[src/rtl/imem_boot_loader_pkg.sv]
// Shared types and constants for the instruction-memory boot loader.
package imem_boot_loader_pkg;

  typedef enum logic [2:0] {
    ST_IDLE  = 3'd0,
    ST_LOAD  = 3'd1,
    ST_CHECK = 3'd2,
    ST_RUN   = 3'd3,
    ST_ERROR = 3'd4
  } state_e;

  localparam logic [1:0] ERR_NONE  = 2'd0;
  localparam logic [1:0] ERR_COUNT = 2'd1;
  localparam logic [1:0] ERR_SUM   = 2'd2;

  // States from which a new load request is honoured.
  function automatic logic accepts_start(state_e st);
    return (st == ST_IDLE) || (st == ST_RUN) || (st == ST_ERROR);
  endfunction

endpackage

[src/rtl/imem_sum_acc.sv]
// Mod-2^DATA_W additive accumulator with synchronous clear and a compare output.
module imem_sum_acc #(
  parameter int DATA_W = 32
) (
  input  logic              clk,
  input  logic              rst_n,
  input  logic              clr_i,
  input  logic              en_i,
  input  logic [DATA_W-1:0] din_i,
  input  logic [DATA_W-1:0] cmp_i,
  output logic              match_o
);

  logic [DATA_W-1:0] sum_q;

  // Running sum; clear wins over accumulate, overflow wraps naturally.
  always_ff @(posedge clk or negedge rst_n) begin
    if (!rst_n)     sum_q <= '0;
    else if (clr_i) sum_q <= '0;
    else if (en_i)  sum_q <= sum_q + din_i;
  end

  assign match_o = (sum_q == cmp_i);

endmodule

[src/rtl/imem_boot_loader.sv]
// Boot sequencer: holds the core in reset, streams host words into imem, checks the sum.
module imem_boot_loader
  import imem_boot_loader_pkg::*;
#(
  parameter int ADDR_W    = 12,
  parameter int DATA_W    = 32,
  parameter int MAX_WORDS = 4096
) (
  input  logic              clk,
  input  logic              reset,
  input  logic              start,
  input  logic              abort,
  input  logic [ADDR_W:0]   word_count,
  input  logic [DATA_W-1:0] exp_sum,
  input  logic              s_valid,
  output logic              s_ready,
  input  logic [DATA_W-1:0] s_data,
  output logic              init_mode,
  output logic              write_enable,
  output logic [ADDR_W-1:0] init_address,
  output logic [DATA_W-1:0] init_instruction,
  output logic              core_reset,
  output logic              busy,
  output logic              done,
  output logic              error,
  output logic [1:0]        err_code
);

  localparam logic [ADDR_W:0] MAX_CNT = (ADDR_W+1)'(MAX_WORDS);

  state_e state_q, state_d;

  // acc_q counts accepted beats and doubles as the next write address.
  logic [ADDR_W:0]   cnt_q, cnt_d, acc_q, acc_d;
  logic [DATA_W-1:0] exp_q, exp_d;

  logic              s_ready_q, s_ready_d;
  logic              init_mode_q, init_mode_d;
  logic              we_q, we_d;
  logic [ADDR_W-1:0] addr_q, addr_d;
  logic [DATA_W-1:0] data_q, data_d;
  logic              core_reset_q, core_reset_d;
  logic              busy_q, busy_d;
  logic              done_q, done_d;
  logic              error_q, error_d;
  logic [1:0]        err_q, err_d;

  logic beat, take, start_ok, start_hit, sum_clr, sum_match;

  assign beat      = s_valid & s_ready_q;
  assign take      = beat & ~abort;
  assign start_ok  = (word_count != '0) && (word_count <= MAX_CNT);
  assign start_hit = start & ~abort & accepts_start(state_q);

  imem_sum_acc #(.DATA_W(DATA_W)) u_sum (
    .clk     (clk),
    .rst_n   (reset),
    .clr_i   (sum_clr),
    .en_i    (take),
    .din_i   (s_data),
    .cmp_i   (exp_q),
    .match_o (sum_match)
  );

  // State register.
  always_ff @(posedge clk or negedge reset) begin
    if (!reset) state_q <= ST_IDLE;
    else        state_q <= state_d;
  end

  // Next-state logic; abort overrides everything, start only from IDLE/RUN/ERROR.
  always_comb begin
    state_d = state_q;
    if (abort) begin
      state_d = ST_IDLE;
    end else begin
      case (state_q)
        ST_IDLE, ST_RUN, ST_ERROR:
          if (start) state_d = start_ok ? ST_LOAD : ST_ERROR;
        // Leave LOAD only after the final beat's write strobe is on the bus.
        ST_LOAD:  if (we_q && (acc_q == cnt_q)) state_d = ST_CHECK;
        ST_CHECK: state_d = sum_match ? ST_RUN : ST_ERROR;
        default:  state_d = ST_IDLE;
      endcase
    end
  end

  // Load bookkeeping: count/expected sum latched on a good start, beats counted.
  always_comb begin
    cnt_d   = cnt_q;
    exp_d   = exp_q;
    acc_d   = acc_q;
    sum_clr = 1'b0;
    if (abort) begin
      acc_d   = '0;
      sum_clr = 1'b1;
    end else if (start_hit && start_ok) begin
      cnt_d   = word_count;
      exp_d   = exp_sum;
      acc_d   = '0;
      sum_clr = 1'b1;
    end else if (beat) begin
      acc_d = acc_q + 1'b1;
    end
  end

  // Output next-values, derived from the upcoming state so outputs line up with it.
  always_comb begin
    s_ready_d    = (state_d == ST_LOAD) && (acc_d < cnt_d);
    init_mode_d  = (state_d == ST_LOAD) || (state_d == ST_CHECK);
    core_reset_d = (state_d != ST_RUN);
    busy_d       = (state_d == ST_LOAD) || (state_d == ST_CHECK);
    done_d       = (state_d == ST_RUN);
    error_d      = (state_d == ST_ERROR);
    we_d         = take;
    addr_d       = take ? acc_q[ADDR_W-1:0] : addr_q;
    data_d       = take ? s_data : data_q;
    err_d        = err_q;
    if (abort)                                err_d = ERR_NONE;
    else if (start_hit)                       err_d = start_ok ? ERR_NONE : ERR_COUNT;
    else if (state_q == ST_CHECK && !sum_match) err_d = ERR_SUM;
  end

  // Datapath and output registers.
  always_ff @(posedge clk or negedge reset) begin
    if (!reset) begin
      cnt_q        <= '0;
      exp_q        <= '0;
      acc_q        <= '0;
      s_ready_q    <= 1'b0;
      init_mode_q  <= 1'b0;
      we_q         <= 1'b0;
      addr_q       <= '0;
      data_q       <= '0;
      core_reset_q <= 1'b1;
      busy_q       <= 1'b0;
      done_q       <= 1'b0;
      error_q      <= 1'b0;
      err_q        <= ERR_NONE;
    end else begin
      cnt_q        <= cnt_d;
      exp_q        <= exp_d;
      acc_q        <= acc_d;
      s_ready_q    <= s_ready_d;
      init_mode_q  <= init_mode_d;
      we_q         <= we_d;
      addr_q       <= addr_d;
      data_q       <= data_d;
      core_reset_q <= core_reset_d;
      busy_q       <= busy_d;
      done_q       <= done_d;
      error_q      <= error_d;
      err_q        <= err_d;
    end
  end

  assign s_ready          = s_ready_q;
  assign init_mode        = init_mode_q;
  assign write_enable     = we_q;
  assign init_address     = addr_q;
  assign init_instruction = data_q;
  assign core_reset       = core_reset_q;
  assign busy             = busy_q;
  assign done             = done_q;
  assign error            = error_q;
  assign err_code         = err_q;

endmodule

[config.mk]
export PLATFORM = sky130hd
export DESIGN_NAME = imem_boot_loader
export DESIGN_NICKNAME = d
export VERILOG_FILES = /design/src/rtl/imem_boot_loader_pkg.sv /design/src/rtl/imem_sum_acc.sv /design/src/rtl/imem_boot_loader.sv
export SDC_FILE = /design/constraint.sdc
export NUM_CORES = 1
export LEC_CHECK = 0
export ABC_AREA = 0
export CAP_MARGIN = 10
export CORE_MARGIN = 5
export CORE_UTILIZATION = 55
export DETAILED_ROUTE_END_ITERATION = 8
export PLACE_DENSITY_LB_ADDON = 0.12
export SYNTH_ARGS = -nofsm -noshare
export SYNTH_HDL_FRONTEND = slang
export SYNTH_SLANG_ARGS = --single-unit
[constraint.sdc]
create_clock -name clk -period 8.1 [get_ports clk]
set_input_delay 1.215 -clock clk [delete_from_list [all_inputs] [get_ports clk]]
set_output_delay 1.215 -clock clk [all_outputs]
set_load 0.02 [all_outputs]
* After elaboration in Yosys (flattened, before gate mapping)
Index checks and enable logic that the tools add are counted.
** Storage, ports and cells
- Register bits after elaboration :: 145
- Input port bits :: 82
- Output and inout bits :: 53
- Logic and storage cells :: 68
** Cells by class
- $add $sub $neg :: 2
- Order comparisons :: 2
- Equality and inequality tests :: 11
- Mux-type cells :: 19
- Bitwise gates (word level) :: 5
- Reductions and logical operators :: 15
** Operator list (number)
- 2-to-1 mux 13 bit :: 5
- 2-to-1 mux 32 bit :: 2
- adder 32 bit :: 1
- equality test 32 bit :: 1
- 2-to-1 mux 3 bit :: 5
- adder 13 x 1 -> 13 bit, second input constant :: 1
- equality test 13 bit :: 1
- less-or-equal comparator 13 bit, second input constant :: 1
- < comparator 13 bit :: 1
- nonzero test 13 bit :: 1
- equality test 3 x 2 -> 1 bit, second input constant :: 4
- case mux 3 bit (3 select lines) :: 1
- equality test 3 x 1 -> 1 bit, second input constant :: 2
- equality test 3 bit, second input constant :: 2
- 2-to-1 mux 2 bit :: 3
- logical AND 1 bit :: 5
- bitwise AND 1 bit :: 4
- zero test 3 bit :: 1
- logical OR 1 bit :: 3
- 2-to-1 mux 1 bit :: 3
- != test 3 x 2 -> 1 bit, second input constant :: 1
- nonzero test 3 bit :: 1
- OR reduction 3 bit :: 1
- AND reduction 2 bit :: 1
- other kinds (3) :: 3

* Depth between registers and ports, before layout
Gate-level depths: netlist of the first run.
- Depth in word-level cells :: 9
- Depth in mapped cells :: 18
- Gate-level depth less buffers :: 15

* Cells and area by module
From an unflattened synthesis of the first run, not the netlist that was laid out.
** Second synthesis, totals
- Cells, all modules :: 863
- Area total of the unflattened synthesis :: 8471.9 sq um
** Modules (own cells, without submodules)
- imem_boot_loader :: instances 1, cells each 456, area an instance 5061.1 sq um
- imem_sum_acc :: instances 1, cells each 407, area an instance 3410.8 sq um

* Least setup slack after synthesis of the first run
OpenSTA, ideal clock, no wires.
- Path kind :: input -> register
- Start :: input word_count[7]
- End :: register s_ready_q, in the netlist s_ready
- Arrival :: 3964 ps
- Required time :: 8005 ps
- Path slack :: 4041 ps
- Stages on the path :: 15
- Path buffers :: 2
- Cell sequence :: nor4_2 a31oi_1 nor3b_2 buf_2 buf_4 mux2i_1 ha_1 a21o_1 a21o_1 a21oi_1 o21ai_0 o21a_1 o21ai_1 a21oi_1 nor4b_2
** On the way
- Longest elaborated chain between the ends :: 8
- Elaborated cells on any way between the ends :: 15
** Ends and longest elaborated chain
- start, declared :: RTL line imem_boot_loader.sv:13 : input logic [ADDR_W:0] word_count,
- branches (longest 7 deep; another with less-or-equal comparator 13 bit)
- logical AND 1 bit * :: RTL line imem_boot_loader.sv:109 : s_ready_d = (state_d == ST_LOAD) && (acc_d < cnt_d);
- named net s_ready_d :: RTL line imem_boot_loader.sv:37 : logic s_ready_q, s_ready_d;
- end signal, assigned :: RTL line imem_boot_loader.sv:144 : s_ready_q <= s_ready_d;
- end, declared :: RTL line imem_boot_loader.sv:37
Mark *: on every way through the listed nets, which the timed path passes.
A chain may end at the register's enable or synchronous reset.

* Final worst setup path of the first run
- Start :: input word_count[7]
- End :: register s_ready_q, in the netlist s_ready
** On the way
- Elaborated cells on any way between the ends :: 15
** RTL lines
- less-or-equal comparator 13 bit or nonzero test 13 bit (tied branches) :: RTL line imem_boot_loader.sv:52 : assign start_ok = (word_count != '0) && (word_count <= MAX_CNT);
- logical AND 1 bit * :: RTL line imem_boot_loader.sv:52
- logical AND 1 bit * :: RTL line imem_boot_loader.sv:97 : end else if (start_hit && start_ok) begin
- 2-to-1 mux 13 bit * :: RTL line imem_boot_loader.sv:97
- 2-to-1 mux 13 bit * :: RTL line imem_boot_loader.sv:94 : if (abort) begin
- named net acc_d[1] :: RTL line imem_boot_loader.sv:34 : logic [ADDR_W:0] cnt_q, cnt_d, acc_q, acc_d;
- < comparator 13 bit * :: RTL line imem_boot_loader.sv:109
- logical AND 1 bit * :: RTL line imem_boot_loader.sv:109
- named net s_ready_d :: RTL line imem_boot_loader.sv:37
The timed path passes the listed nets; every way through them passes the cells marked *.

==> summary.md, run 1 <==
| Metric | Value |
|---|---|
| Critical Path End | s_ready$_DFF_PN0_ |
| Share of layout cells above drive strength 1 | 11.23% |
| Mapped cell area | about 8000 um^2 |
| Worst reg2reg path endpoint | s_ready$_DFF_PN0_ |
| Synthesized Nets | around 920 |
| Worst setup path start | word_count[7] |
| Reg2reg setup slack | 3.26 ns |
| Worst vdd ir | 0.0001663 V |
| Pre-CTS WS | 1.818 ns |
| Drt pass-1 iters | 5 |
| Worst Setup End Kind | register |
| Leak pwr | about 4.7 nW |
| Yosys warnings | 0 |
| Share of flip-flops with an asynchronous set or reset | between 90% and 100% |
| Final design utilization | a little over two thirds |
| P&R area growth vs syn | 26.02% |
| ANT nets after route | 0 |
| Antenna violations before repair | 0 |
| Ys flop type | dfrtp_1 |
| I/O Pins | roughly 140 |
| Slew @ Worst Pin | between 0.8 and 0.9 ns |
| Die height | 131.5 um |
| Largest net degree at the start of global routing | slightly below 90 |
| Final hold violation count | 0 |
| Final Max Tran Viols | 0 |
| Total gr overflow | 0 |
| Global Route Usage Sum | approximately a quarter |
| Most frequent cell after synthesis | nand2_1 |
| Starting Density | 55.91% |
| Gate count after technology mapping | 790 |
| Post_cts resized | 0 |
| Final Cell Area | approximately 10000 um^2 |
| Crit-path max cell delay | 0.76 ns |
| Post-route DRC | 0 |
| DRT Wirelength | approximately 21 mm |
| Drt via density | roughly 5.8 |
| Fill cell count | around 1100 |
| First-pass GRT wire length | approximately 36 mm |
| Dpl cells | roughly 1100 |
| Rows | 44 |
| Top post-synthesis cells by area | dfrtp_1, xnor2_1, nand2_1 |
| Clk Latency, worst-skew pair | ~0.42 ns |
| # setup viols final | 0 |
| Status | completed |
| Flops & latches, synth | 145 |
| Sequential fraction of the synthesis area | ~45% |
| Peak Freq | 169.6 MHz |
| Hold_buf cts | 0 |
| Critical path cell sequence | clkdlybuf4s50_1 > nor4_2 > a31oi_1 > nor3b_4 > buf_4 > or2_0 > nor2_4 > a22o_1 > ha_1 > a21o_1 > a21o_1 > a21oi_1 > o21ai_0 > o21a_1 > o21ai_1 > a21oi_1 > nor4b_2 |
| Iteration-0 DRC Markers | 507 |
| IO buf count | between 100 and 150 |
| Critical path arrival | between 6 and 7 ns |
| Final Power | between 2 and 2.5 mW |
| Routed WL per cell | 18.81 um |
| Top cell type's share of synthesized area | 44.35% |
| Worst min path class | register to register |
| R2R cell count | 16 |
| Final WS setup | 2.204 ns |
| Maximum fanout along the worst path | 50 |
| Max clock buf depth | 2 |
| Post-Layout Cell Count | between 1000 and 1500 |
| Crit path depth | 17 |
| Final worst-path cycle share | 72.79% |
| DIE AREA | between 15000 and 20000 um^2 |
| Yosys top cell by area | dfrtp_1 |
| Via count | 6466 |
| Die width | 131.5 um |
| R2R Path Start | state_q[0]$_DFF_PN0_ |
| Cts bufs inserted | 17 |
| Setup TNS | 0 ns |
| Post-CTS Setup Inserts | 0 |
| Clk slew on worst S/H paths | approximately 0.06 ns |
| Post-synth EDFFs | 0 |
| DP Area | between 9000 and 10000 um^2 |
| Post-synth top cells | nand2_1, dfrtp_1, xnor2_1, ha_1, nor2_1 |
| Syn avg cell area | around 10 um^2 |
| Cell Pwr Density | roughly 220 nW/um^2 |
| Worst hold slack | around 0.47 ns |
| Vias in the first global route | between 6000 and 7000 |
| Number of max-cap violations | 0 |
| Yosys cell types | 76 |
| Final-stage net count | between 1000 and 1500 |
| Clock H-tree levels | 4 |
| Minimum clock period | roughly 5.9 ns |
| CP top delay family | simple AND/OR/NAND/NOR gates |
| Slowest cell on the critical path | or2_0 |
| RSZ-0062 raised after global routing | no |
| Dpl hpwl | roughly 15 mm |
| Slew HR | around 41% |
| Max Clock Skew | between 0.009 and 0.01 ns |
| Buffers & Inverters on Critical Path | 2 |
| Crit Path Class | input pin to register |
| CP startpoint kind | input pin |
| Clock root buffer | clkbuf_16 |
| CTS tree | done |
| Ant diodes | 0 |
| Gp weighted congestion | about 0.93 |
| CTS sink cnt | approximately 150 |
| CP required | between 8 and 9 ns |
| Core Area | 14530 um^2 |
## power by group
group / total (mW) / switching, mW / internal (mW)
clock network: 0.844 / 0.306 / 0.539
registers: 0.903 / 0.0734 / 0.829
logic: 0.516 / 0.261 / 0.255
total: 2.26 / 0.640 / 1.62
## cells in the final DEF, fill, tap and decap left out, types with 21 or more instances in the layout
cell type / n
nand4_1: 21
nand2_1: 152
clkdlybuf4s50_1: 133
dfrtp_1: 144
nor2_1: 38
a22o_1: 30
inv_1: 27
xnor2_1: 66
mux2_2: 34
ha_1: 44
## registers in the layout (all words and copies together), names as in the netlist, 2 cells and up
register          count
init_instruction     32
exp_q                32
acc_q                13
init_address         12
u_sum.sum_q          32
state_q               3
err_code              2
cnt_q                13
## logic make-up (layout without fill, tap and decap cells)
logic type,Yosys count,after routing,synth area share [%]
mux,43,43,5.821
flops,145,145,44.67
simple gates,267,267,15.35
buf+inv,54,199,2.987
xor+xnor,83,83,8.947
fa+ha+maj,45,45,7.022
compound gates,153,153,15.20
## tightest hold or removal path: stages, from the launching register on
cell,delay [ns]
dfrtp_1,0.34
nand2_1,0.05
nand2_1,0.05
## worst min-delay path by stage
stage,from,end,slack [ns],cells after the start
after floorplan,u_sum.sum_q[4]$_DFFE_PN0P_,u_sum.sum_q[4]$_DFFE_PN0P_,0.49,2
after global placement,init_instruction[14]$_DFFE_PN0P_,init_instruction[14]$_DFFE_PN0P_,0.46,2
after detailed placement,init_instruction[17]$_DFFE_PN0P_,init_instruction[17]$_DFFE_PN0P_,0.46,2
after CTS,init_instruction[17]$_DFFE_PN0P_,init_instruction[17]$_DFFE_PN0P_,0.48,2
after global routing,init_instruction[17]$_DFFE_PN0P_,init_instruction[17]$_DFFE_PN0P_,0.50,2
final,init_instruction[2]$_DFFE_PN0P_,init_instruction[2]$_DFFE_PN0P_,0.47,2
## cell type report
class | instances | area, um^2 | area share [%]
Inverter | 28 | 105.1 | 1.026
Timing Repair Buffer | 139 | 1380 | 13.48
Clock buffer | 22 | 474.2 | 4.631
Clock inverter | 10 | 156.4 | 1.527
Sequential cell | 145 | 3630 | 35.45
Tap cell | 184 | 230.2 | 2.248
Multi-Input combinational cell | 591 | 4264 | 41.64
## metal layers
layer / GRT usage [%] / vias to the layer above / share of wire, %
met2: 39.48 / 201 / 47
met4: 10.63 / 0 / 2.6
met5: 0 / - / 0
li1: - / 3059 / -
met3: 5.887 / 49 / 5.4
met1: 33.59 / 3157 / 45
No activity file was read; power rests on OpenSTA's default activity.
==> run 2, diff against run 1 <==
--- a/config.mk
+++ b/config.mk
@@ -8,7 +8,7 @@
 export ABC_AREA = 0
 export CAP_MARGIN = 10
 export CORE_MARGIN = 5
-export CORE_UTILIZATION = 55
+export CORE_UTILIZATION = 54
 export DETAILED_ROUTE_END_ITERATION = 8
 export PLACE_DENSITY_LB_ADDON = 0.12
 export SYNTH_ARGS = -nofsm -noshare
==> constraint.sdc (replaced) <==
create_clock -name clk -period 5.65 [get_ports clk]
set_input_delay 0.8475 -clock clk [delete_from_list [all_inputs] [get_ports clk]]
set_output_delay 0.8475 -clock clk [all_outputs]
set_load 0.02 [all_outputs]
==> run 2 against run 1 <==
Compared with the run above: worst setup slack worse by 0.88 ns; global-route usage is 0.26 points lower; clock power is 30% higher; critical endpoint unchanged; largest cell class unchanged; largest power group unchanged; highest routed layer unchanged.
==> summary.md, run 2 (same netlist as run 1, synthesis figures left out) <==
| Metric | Value |
|---|---|
| Starting Density | a little under three fifths |
| Number of max-cap violations | 0 |
| P&R area growth vs syn | 25.50% |
| Sw Ratio | 30.14% |
| Reg2reg setup slack | 2.00 ns |
| Iteration-0 DRC Markers | ~330 |
| Worst vdd ir | approximately 0.00023 V |
| Cell Pwr Density | ~300 nW/um^2 |
| IO buf count | roughly 130 |
| Clk slew on worst S/H paths | roughly 0.060 ns |
| Worst Setup End Kind | register |
| P_sw | about 0.94 mW |
| Hold_buf cts | 0 |
| Global Route Usage Sum | about a quarter |
| Crit-path max cell delay | approximately 0.56 ns |
| Die height | approximately 130 um |
| Max clock buf depth | 2 |
| Slowest cell on the critical path | nor4_2 |
| Maximum fanout along the worst path | 17 |
| Final-stage net count | around 1100 |
| Post-CTS Setup Inserts | 0 |
| Via count | roughly 6400 |
| Pre-CTS WS | between 0.8 and 0.9 ns |
| Die width | around 130 um |
| CP startpoint kind | input pin |
| Vias in the first global route | 6764 |
| Dpl hpwl | roughly 15 mm |
| I/O Pins | between 100 and 150 |
| Drt pass-1 iters | 5 |
| CP required | around 6 ns |
| Final Power | between 3 and 4 mW |
| Final WS setup | roughly 1.3 ns |
| Slew HR | 40.43% |
| DIE AREA | about 18000 um^2 |
| Total gr overflow | 0 |
| Setup TNS | 0 ns |
| Max Clock Skew | approximately 0.0083 ns |
| Worst min path class | register to register |
| Buffers & Inverters on Critical Path | 3 |
| Post-route DRC | 0 |
| Leak pwr | roughly 4.7 nW |
| Most frequent cells in the layout | nand2_1, dfrtp_1, clkdlybuf4s50_1, xnor2_1, ha_1 |
| Status | completed |
| Gp weighted congestion | 0.9111 |
| Clock root buffer | clkbuf_16 |
| Crit Path Class | input pin to register |
| Clk Latency, worst-skew pair | approximately 0.43 ns |
| R2R cell count | 17 |
| Share of layout cells above drive strength 1 | between 10% and 20% |
| R2R Path Start | state_q[1]$_DFF_PN0_ |
| Final hold violation count | 0 |
| Drt via density | between 5 and 6 |
| Worst setup path start | word_count[7] |
| Rows | 44 |
| DRT Wirelength | 21.03 mm |
| Power share of the combinational group | around a quarter |
| Antenna violations before repair | 0 |
| Internal | 2.188 mW |
| Critical path cell sequence | clkdlybuf4s50_1 > nor4_2 > a31oi_1 > nor3b_4 > buf_4 > or2_0 > buf_4 > nor2_4 > a22o_1 > ha_1 > a21o_1 > a21o_1 > a21oi_1 > o21ai_0 > o21a_1 > o21ai_1 > a21oi_1 > nor4b_2 |
| Power share of the clock group | roughly a third |
| Minimum clock period | ~4.3 ns |
| Clock H-tree levels | 4 |
| Slew @ Worst Pin | 0.8936 ns |
| ANT nets after route | 0 |
| Critical path arrival | approximately 4.7 ns |
| First-pass GRT wire length | approximately 35 mm |
| Hold path endpoint | init_instruction[19]$_DFFE_PN0P_ |
| Routed WL per cell | approximately 19 um |
| Peak Freq | 231.2 MHz |
| RSZ-0062 raised after global routing | no |
| CTS tree | done |
| Core Area | 14640 um^2 |
| Worst reg2reg path endpoint | s_ready$_DFF_PN0_ |
| CTS sink cnt | around 150 |
| # setup viols final | 0 |
| Ant diodes | 0 |
| Cell count of the worst hold path | 2 |
| Commonest non-fill, non-tap cell in the layout | nand2_1 |
| Cts bufs inserted | 17 |
| Largest net degree at the start of global routing | around 100 |
| Post_cts resized | 0 |
| CP top delay family | compound AO/OA/AOI/OAI gates |
| Power share of the sequential group | between 40% and 50% |
| Hold_sp | init_instruction[19]$_DFFE_PN0P_ |
| Final worst-path cycle share | around three quarters |
| Final Max Tran Viols | 0 |
run 2: cell count changes in the layout (fill, tap and decap cells not counted):
cell / delta
buf_4: +3
clkinvlp_4: +3
clkbuf_8: -1
bufinv_16: -3
clkinv_2: -2
inv_6: +3
run 2: cell type report:
type	count	area (um^2)
Tap cell	184	230.2
Clock inverter	11	105.1
Clock buffer	21	460.4
Sequential cell	145	3630
Fill cell	1117	4447
Inverter	28	105.1
Timing Repair Buffer	142	1403
Multi-Input combinational cell	591	4264
run 2: tightest hold or removal path: stages (launching register included):
cell and delay, ns:
dfrtp_1 0.34, nand2_1 0.05, nand2_1 0.05
run 2: worst max path at each step:
stage,slack (ns),cells past startpoint,end
2_1_floorplan,1.96,15,s_ready$_DFF_PN0_
6_report,1.32,18,s_ready$_DFF_PN0_
3_5_place_dp,0.88,18,s_ready$_DFF_PN0_
4_1_cts,1.34,18,s_ready$_DFF_PN0_
3_3_place_gp,1.02,18,s_ready$_DFF_PN0_
5_1_grt,1.08,18,s_ready$_DFF_PN0_
run 2: power by group through the flow:
| stage | combinational [mW] | sequential [mW] | clock [mW] |
|---|---|---|---|
| 2_1_floorplan | 0.339 | 1.37 | 0 |
| 3_3_place_gp | 0.728 | 1.30 | 0 |
| 3_5_place_dp | 0.743 | 1.31 | 0 |
| 4_1_cts | 0.749 | 1.29 | 1.11 |
| 5_1_grt | 0.807 | 1.31 | 1.15 |
| 6_report | 0.744 | 1.29 | 1.10 |
run 2: per-stage QoR:
stage | util [%] | instances | hold WS (ns) | instance area, um^2
after global routing | 69.63 | 1122 | 0.4931 | 10200
final | 69.63 | 1122 | 0.4714 | 10200
after global placement | 65.77 | 1090 | 0.4562 | 9632
after CTS | 69.63 | 1122 | 0.4773 | 10200
after floorplan | - | 790 | 0.4895 | 8125
after detailed placement | 65.77 | 1090 | 0.4616 | 9632
run 2: metal layers:
| metal | up-vias | global-route usage, % | part of all wire (%) | routed length (um) |
|---|---|---|---|---|
| met4 | 0 | 9.180 | 2.7 | 561 |
| met2 | 215 | 38.97 | 46 | 9653 |
| li1 | 3053 | - | - | - |
| met3 | 39 | 6.112 | 5.9 | 1236 |
| met5 | - | 0 | 0 | 0 |
| met1 | 3115 | 33.74 | 46 | 9574 |
==> run 3, diff against run 2 <==
==> constraint.sdc (replaced) <==
create_clock -name clk -period 4.1 [get_ports clk]
set_input_delay 0.615 -clock clk [delete_from_list [all_inputs] [get_ports clk]]
set_output_delay 0.615 -clock clk [all_outputs]
set_load 0.02 [all_outputs]
==> run 3 against run 2 <==
Compared with the run above: sequential share of layout area fell by 0.57 points; routed wire length up 1.2%; count of clock-buffer cells in the layout rose by 1; cell area up 1.6%; combinational power grew 40%; final cell count is 0.98% higher; critical path depth did not move; via count up 0.97%; core utilization grew 1.1 points; die area stayed put; worst setup slack worse by 0.96 ns.
==> summary.md, run 3 (same netlist as run 1, synthesis figures left out) <==
| Metric | Value |
|---|---|
| Status | completed |
| Vias in the first global route | approximately 6900 |
| R2R Path Start | state_q[1]$_DFF_PN0_ |
| Dpl hpwl | between 15 and 20 mm |
| Post-CTS Setup Inserts | 0 |
| Iteration-0 DRC Markers | between 300 and 400 |
| Global Route Usage Sum | 25.01% |
| Largest net degree at the start of global routing | 95 |
| Ant diodes | 0 |
| Final worst-path cycle share | between 90% and 100% |
| First-pass GRT wire length | 35.37 mm |
| CP startpoint kind | input pin |
| Total gr overflow | 0 |
| Final WS setup | 0.3650 ns |
| Final Power | 4.469 mW |
| Worst vdd ir | roughly 0.00040 V |
| Critical path arrival | a little over 4 ns |
| I/O Pins | 135 |
| Crit Path Class | input pin to register |
| Die height | approximately 130 um |
| Cell Pwr Density | roughly 430 nW/um^2 |
| Clk Latency, worst-skew pair | 0.42 ns |
| Starting Density | a little under three fifths |
| CTS sink cnt | 145 |
| Slew @ Worst Pin | between 0.9 and 1 ns |
| Maximum fanout along the worst path | 9 |
| DRT Wirelength | approximately 21 mm |
| Rows | between 40 and 50 |
| Commonest non-fill, non-tap cell in the layout | nand2_1 |
| Final-stage net count | ~1100 |
| Worst min path class | input pin to async pin |
| Post_cts resized | 0 |
| RSZ-0062 raised after global routing | no |
| Slew HR | approximately 40% |
| P&R area growth vs syn | 27.55% |
| Die width | roughly 130 um |
| Gp weighted congestion | approximately 0.9 |
| Drt pass-1 iters | 5 |
| Max Clock Skew | roughly 0.0064 ns |
| CP required | around 4.4 ns |
| Core Area | roughly 15000 um^2 |
| Via count | about 6500 |
| Share of layout cells above drive strength 1 | between 10% and 20% |
| DIE AREA | between 15000 and 20000 um^2 |
| Most frequent cells in the layout | nand2_1, dfrtp_1, clkdlybuf4s50_1, xnor2_1, ha_1 |
| Reg2reg setup slack | just over 0.6 ns |
| Hold_buf cts | 0 |
| Leak pwr | around 4.8 nW |
| Clk slew on worst S/H paths | around 0.060 ns |
| Final Max Tran Viols | 0 |
| Worst setup path start | word_count[7] |
| Final hold violation count | 0 |
| Number of max-cap violations | 0 |
| # setup viols final | 0 |
| CTS tree | done |
| Pre-CTS WS | -0.02723 ns |
| Drt via density | roughly 5.7 |
| Clock root buffer | clkbuf_16 |
| Routed WL per cell | about 19 um |
| Antenna violations before repair | 0 |
| Post-route DRC | 0 |
| Cts bufs inserted | 17 |
| Peak Freq | 267.7 MHz |
| ANT nets after route | 0 |
| Worst Setup End Kind | register |
| IO buf count | ~130 |
| Minimum clock period | about 3.7 ns |
| Clock H-tree levels | 4 |
| Max clock buf depth | 2 |
## run 3: cell types whose count changed in the layout (fill, tap and decap cells not counted), sizes merged
cell,change
bufinv,+3
clkinvlp,-3
clkbuf,+1
clkinv,+1
inv,-3
buf,+12
## run 3: final cells by class
class | instances | area, um^2
clock buffer | 22 | 474.2
clock inverter | 9 | 155.1
fill | 1120 | 4280
inverter | 28 | 105.1
multi-input combinational | 591 | 4264
sequential | 145 | 3630
tap | 184 | 230.2
timing repair buffer | 154 | 1505
## run 3: metal layers
| layer | share of wire [%] | vias to the layer above | GRT usage (%) |
|---|---|---|---|
| li1 | - | 3072 | - |
| met1 | 47 | 3184 | 34.02 |
| met2 | 46 | 199 | 40.22 |
| met3 | 6.0 | 29 | 6.150 |
| met4 | 1.4 | 0 | 6.813 |
| met5 | 0 | - | 0 |
## run 3: where the power goes
| group | switching [mW] | internal [mW] |
|---|---|---|
| Clock | 0.586 | 1.06 |
| Combinational | 0.521 | 0.518 |
| Sequential | 0.142 | 1.64 |
| Total | 1.25 | 3.22 |
## run 3: through the flow
stage | utilization (%) | hold WS, ns | area, um^2 | TNS [ns] | instances
2_1_floorplan | - | 0.3194 | 8125 | 0 | 790
3_3_place_gp | 66.47 | 0.4558 | 9734 | 0 | 1102
3_5_place_dp | 66.47 | 0.4623 | 9734 | -0.02723 | 1102
4_1_cts | 70.77 | 0.3099 | 10360 | 0 | 1133
5_1_grt | 70.77 | 0.3468 | 10360 | 0 | 1133
6_report | 70.77 | 0.2357 | 10360 | 0 | 1133
## run 3: critical path, stage by stage
cell and delay [ns]:
clkdlybuf4s50_1 0.44, nor4_2 0.32, buf_4 0.19, a31oi_1 0.15, nor3b_4 0.23, or2_0 0.13, buf_4 0.18, nor2_4 0.05
a22o_1 0.24, ha_1 0.18, a21o_1 0.17, a21o_1 0.17, a21oi_1 0.14, o21ai_0 0.09, o21a_1 0.19, o21ai_1 0.22
a21oi_1 0.13, nor4b_2 0.22
## run 3: worst paths after layout
kind | end | cells past startpoint
setup reg to reg | s_ready$_DFF_PN0_ | 16
hold reg to reg | init_instruction[20]$_DFFE_PN0P_ | 2
max in group asynchronous | acc_q[9]$_DFF_PN0_ | 2
setup / recovery | s_ready$_DFF_PN0_ | 18
min in group clk | init_instruction[20]$_DFFE_PN0P_ | 2
hold / removal | init_instruction[16]$_DFFE_PN0P_ | 1
